[src/rtl/spi_frame_master.sv]
// SPI master for command frames to the SPI slave/RAM link: select, command bit,
// 10-bit word, latch, and for read-data frames an 8-bit capture from miso.
module spi_frame_master #(
    parameter int READ_WAIT = 3
) (
    input  logic       clk,
    input  logic       rst_n,
    input  logic       start,
    input  logic [9:0] cmd,
    input  logic       miso,
    output logic       ss_n,
    output logic       mosi,
    output logic       busy,
    output logic       done,
    output logic       rd_valid,
    output logic [7:0] rd_data,
    output logic       seq_err
);

    typedef enum logic [2:0] {
        S_IDLE,
        S_SELECT,
        S_CMD,
        S_SHIFT,
        S_LATCH,
        S_WAIT,
        S_CAPTURE,
        S_DESELECT
    } state_t;

    localparam logic [3:0] WAIT_LAST = 4'(READ_WAIT - 1);

    state_t     r_state;
    state_t     w_state_nxt;
    logic [3:0] r_cnt;
    logic [3:0] w_cnt_nxt;
    logic [9:0] r_cmd;
    logic [9:0] w_cmd_nxt;
    logic [7:0] r_shift;
    logic [7:0] w_shift_nxt;
    logic       r_addr_armed;
    logic       w_ss_n_nxt;
    logic       w_mosi_nxt;
    logic       w_fin;
    logic       w_rd_frame;

    always_ff @(posedge clk) begin
        if (!rst_n) begin
            r_state <= S_IDLE;
            r_cnt   <= 4'd0;
        end else begin
            r_state <= w_state_nxt;
            r_cnt   <= w_cnt_nxt;
        end
    end

    always_ff @(posedge clk) begin
        r_cmd   <= w_cmd_nxt;
        r_shift <= w_shift_nxt;
    end

    always_comb begin
        w_state_nxt = r_state;
        w_cnt_nxt   = r_cnt;
        w_cmd_nxt   = r_cmd;
        w_shift_nxt = r_shift;
        case (r_state)
            S_IDLE: begin
                if (start) begin
                    w_cmd_nxt   = cmd;
                    w_state_nxt = S_SELECT;
                end
            end
            S_SELECT: w_state_nxt = S_CMD;
            S_CMD: begin
                w_state_nxt = S_SHIFT;
                w_cnt_nxt   = 4'd0;
            end
            S_SHIFT: begin
                if (r_cnt == 4'd9) begin
                    w_state_nxt = S_LATCH;
                    w_cnt_nxt   = 4'd0;
                end else begin
                    w_cnt_nxt = r_cnt + 4'd1;
                end
            end
            S_LATCH: begin
                w_state_nxt = (r_cmd[9:8] == 2'b11) ? S_WAIT : S_DESELECT;
                w_cnt_nxt   = 4'd0;
            end
            S_WAIT: begin
                if (r_cnt == WAIT_LAST) begin
                    w_state_nxt = S_CAPTURE;
                    w_cnt_nxt   = 4'd0;
                end else begin
                    w_cnt_nxt = r_cnt + 4'd1;
                end
            end
            S_CAPTURE: begin
                // first sampled bit ends up in bit 7 after eight shifts
                w_shift_nxt = {r_shift[6:0], miso};
                if (r_cnt == 4'd7) begin
                    w_state_nxt = S_DESELECT;
                    w_cnt_nxt   = 4'd0;
                end else begin
                    w_cnt_nxt = r_cnt + 4'd1;
                end
            end
            S_DESELECT: w_state_nxt = S_IDLE;
            default:    w_state_nxt = S_IDLE;
        endcase

        // Outputs are registered, so they are derived from the state being entered.
        w_ss_n_nxt = 1'b1;
        w_mosi_nxt = 1'b0;
        case (w_state_nxt)
            S_SELECT, S_CMD: begin
                w_ss_n_nxt = 1'b0;
                w_mosi_nxt = w_cmd_nxt[9];
            end
            S_SHIFT: begin
                w_ss_n_nxt = 1'b0;
                w_mosi_nxt = w_cmd_nxt[4'd9 - w_cnt_nxt];
            end
            S_LATCH, S_WAIT, S_CAPTURE: w_ss_n_nxt = 1'b0;
            default: begin
                w_ss_n_nxt = 1'b1;
                w_mosi_nxt = 1'b0;
            end
        endcase

        w_fin      = (w_state_nxt == S_DESELECT);
        w_rd_frame = (r_cmd[9:8] == 2'b11);
    end

    always_ff @(posedge clk) begin
        if (!rst_n) begin
            ss_n         <= 1'b1;
            mosi         <= 1'b0;
            busy         <= 1'b0;
            done         <= 1'b0;
            rd_valid     <= 1'b0;
            seq_err      <= 1'b0;
            rd_data      <= 8'h00;
            r_addr_armed <= 1'b0;
        end else begin
            ss_n     <= w_ss_n_nxt;
            mosi     <= w_mosi_nxt;
            busy     <= (w_state_nxt != S_IDLE);
            done     <= w_fin;
            rd_valid <= w_fin && w_rd_frame;
            // armed only changes at deselect, so here it still reflects the frame start
            seq_err  <= w_fin && w_rd_frame && !r_addr_armed;
            if (w_fin) begin
                r_addr_armed <= (r_cmd[9:8] == 2'b10);
            end
            if (w_fin && w_rd_frame) begin
                rd_data <= w_shift_nxt;
            end
        end
    end

endmodule

[config.mk]
export PLATFORM = sky130hd
export DESIGN_NAME = spi_frame_master
export DESIGN_NICKNAME = d
export VERILOG_FILES = /design/src/rtl/spi_frame_master.sv
export SDC_FILE = /design/constraint.sdc
export NUM_CORES = 1
export LEC_CHECK = 0
export BUFFER_PORTS_ARGS = -buffer_cell sky130_fd_sc_hd__buf_2
export CAP_MARGIN = 25
export CORE_MARGIN = 3
export CORE_UTILIZATION = 45
export CTS_BUF_LIST = sky130_fd_sc_hd__clkbuf_8
export DETAILED_ROUTE_END_ITERATION = 8
export PLACE_DENSITY = 0.65
export SLEW_MARGIN = 10
export SYNTH_ARGS = -nofsm -noshare
export SYNTH_HDL_FRONTEND = slang
export SYNTH_SLANG_ARGS = --single-unit
[constraint.sdc]
create_clock -name clk -period 7.1 [get_ports clk]
set_clock_uncertainty 0.05 [all_clocks]
set_input_delay 2.13 -clock clk [delete_from_list [all_inputs] [get_ports clk]]
set_output_delay 2.13 -clock clk [all_outputs]
set_load 0.02 [all_outputs]
==> key figures <==
Setup path
  – R2r worst-path depth: 9
  – CP required: 7220 ps
  – Crit path max-delay family: multiplexers
  – Critical Path Start: start
  – Sequence of cells on the critical path: buf_2 > and3_1 > mux2_2 > mux2_1 > a311oi_1 > a311oi_1
  – CP Class: input pin to flop
  – Worst reg-to-reg setup slack: 3920 ps
  – RR Startpoint: r_cnt[0]
  – Slowest stage cell, crit path: and3_1
  – Critical Path Max Stage Delay: 420 ps
  – Reg2Reg Capture Point: mosi
  – Crit-path max FO: 10
  – Critical Path Sink Type: flop
  – WP data arrival: 3680 ps
  – Cell repeated most along the worst path: a311oi_1
  – Startpoint types: input pin
  – Worst path bufs/invs: 1

Min path
  – Worst hold path class: flop to flop
  – Hold path endpoint: seq_err
  – Hold Path Depth: 1
  – Hold_sp: r_addr_armed

Pwr
  – Clock power frac: 0.328
  – Tot Pwr: 481 uW
  – Max VDD drop: 0.171 mV
  – PwrDens: 225 nW/um2
  – Psw: 126 uW
  – Comb power frac: 0.147
  – Sw Ratio: 0.262
  – Internal: 355 uW
  – Leakage power: 0.000946 uW
  – Sequential power share: 0.524

Die
  – Ports: 28
  – Die Span Y: 71.0 um
  – Die area: 5040 um2
  – Num rows: 22
  – Die width: 71.0 um
  – Initial core utilization: 0.493
  – Placeable Area: 3850 um2

Detailed routing
  – Vias: 1402
  – DR WL/cell: 14.1 um
  – Residual DRC: 0
  – Final wirelength: 3600 um
  – Routed Antenna Nets: 0
  – Vias per inst: 5.50
  – DR iter-0 viols: 246
  – Initial DRT Pass Iterations: 4

Layout
  – # diodes: 0
  – P&R area growth vs syn: 12.3%
  – Fin area: 2130 um2
  – Layout Utilization: 0.554
  – Share of layout cells above drive strength 1: 0.304
  – Nets: 224

Placement
  – Pre-CTS setup slack: 3230 ps
  – Gpl congestion: 0.919
  – Placement Cell Area: 2040 um2
  – Buffers on Ports: 27
  – Post-DP HPWL: 2640 um

Clocking
  – Clk Latency, worst-skew pair: 290 ps
  – Clock root buffer master: clkbuf_8
  – Hold_buf cts: 0
  – Sink Count: 40
  – CTS tree: yes
  – H-Tree Depth: 2
  – Worst-path clk slew: 80 ps
  – Clock buffer depth: 2
  – Post-CTS resize count: 0
  – Postcts setup bufs: 0
  – Cts bufs inserted: 5

STA
  – Setup_tns: 0 ps
  – Worst setup margin: 3540 ps
  – Max_slew headroom: 0.497
  – Final Setup Violations: 0
  – Final worst-path cycle share: 0.501
  – Final hold vios: 0
  – Unrepaired setup endpoints after global routing: no
  – Peak clock frequency supported by timing: 0.281 GHz
  – Slew Viols, Final: 0
  – Slew @ Worst Pin: 754 ps
  – Tmin final: 3560 ps

Global route
  – GRT met1 Usage: 0.216
  – GRT Util Overall: 0.154
  – Gr ovfl total: 0
  – Vias in the first global route: 1298
  – First-pass GRT wire length: 6160 um
  – Gr busiest metal: met2
  – Initial antenna violation count: 0
  – Pin count of the biggest net entering global routing: 20
  – Met2 usage: 0.225
  – Met3 Usage GRT: 0.0497

Run status
  – Status: finished, final reports clean

Run
  – Max Cap Violations: 0

Synthesis
  – Post-synth ARST share: 0
  – Number of synthesized flops with an enable pin: 0
  – Mean area per synthesized cell: 10.4 um2
  – #FFs+latches synth: 40
  – Syn Std Cell Area: 1900 um2
  – Top_reg_cell synth: dfxtp_1
  – Mapped Nets: 200
  – Synth Instances: 182
  – Sequential share of the synthesized area: 0.421
  – Synth Warn #: 0
  – Distinct cells, synth: 48
[stage by stage]
step	hold slack (ps)	cells
2_1_floorplan	342	182
3_3_place_gp	364	247
3_5_place_dp	362	247
4_1_cts	402	255
5_1_grt	413	255
6_report	387	255
[cells by family after synthesis]
| kind of cell | after synthesis | share of synthesized area |
|---|---|---|
| DFF | 40 | 0.421 |
| and+or+nand+nor | 56 | 0.188 |
| AOI/OAI and AO/OA | 39 | 0.155 |
| muxes | 24 | 0.145 |
| adders and majority gates | 5 | 0.0316 |
| buffers and inverters | 15 | 0.0408 |
| xor gates and xnor gates | 3 | 0.0178 |
[worst max-delay path by stage]
stage | to | depth (start not counted)
final | mosi | 6
after global routing | mosi | 6
after CTS | mosi | 6
after detailed placement | mosi | 6
after global placement | mosi | 6
after floorplan | mosi | 6
[cell usage after synthesis, drive strengths merged (3+ instances only)]
master | number | share of area
or3 | 9 | 0.030
o211a | 8 | 0.042
nor2b | 7 | 0.023
and2 | 5 | 0.018
nand2b | 3 | 0.0099
nand2 | 9 | 0.018
a21oi | 11 | 0.035
ha | 4 | 0.026
nor3 | 5 | 0.016
o31ai | 3 | 0.012
a21boi | 3 | 0.012
inv | 5 | 0.0099
o21ai | 4 | 0.011
mux2i | 4 | 0.021
mux2 | 19 | 0.11
xnor2 | 3 | 0.018
nor2 | 8 | 0.033
buf | 7 | 0.025
dfxtp | 40 | 0.42
clkbuf | 3 | 0.0059
[per-layer routing]
metal  up-vias  wire length (um)
met5         -                 0
met2        48              1570
li1        703                 -
met1       644              1730
met3         7               244
met4         0                49
[registers in the layout (all words and copies together), names as in the netlist, 3 cells and up]
name and count:
r_state 3, rd_data 8, r_cnt 4, r_shift 8, r_cmd 10
[area by class of cell]
class	instances	area, um2
fillers	351	1720
clock inverters	2	15.0
clock buffers	6	82.6
flip-flops and latches	40	801
repair buffers	27	135
inverters	5	18.8
multi-input cells	127	1020
well taps	48	60.1
[power groups by stage]
stage	Sequential [uW]	Combinational [uW]	Clock [uW]
final	252	70.7	158
after global routing	254	77.7	172
after CTS	252	71.3	163
after detailed placement	258	71.3	0
after global placement	257	68.8	0
after floorplan	254	59.4	0
[layout by cell type, fill, tap and decap left out, types with 3 or more instances in the layout]
| cell type | synthesis | final |
|---|---|---|
| inv_1 | 5 | 5 |
| ha_1 | 4 | 4 |
| o31ai_1 | 3 | 3 |
| nor2b_1 | 7 | 7 |
| and2_1 | 4 | 4 |
| clkbuf_8 | 0 | 6 |
| o21ai_0 | 4 | 4 |
| nand2_1 | 9 | 9 |
| mux2_2 | 18 | 18 |
| dfxtp_1 | 40 | 40 |
| nor3_1 | 4 | 4 |
| nand2b_1 | 3 | 3 |
| buf_2 | 2 | 27 |
| nor2_1 | 6 | 6 |
| o211a_1 | 8 | 8 |
| a21oi_1 | 10 | 10 |
| mux2i_1 | 4 | 4 |
| or3_1 | 9 | 9 |
| a21boi_0 | 3 | 3 |
Note: power is estimated with default switching activity, not from simulation.
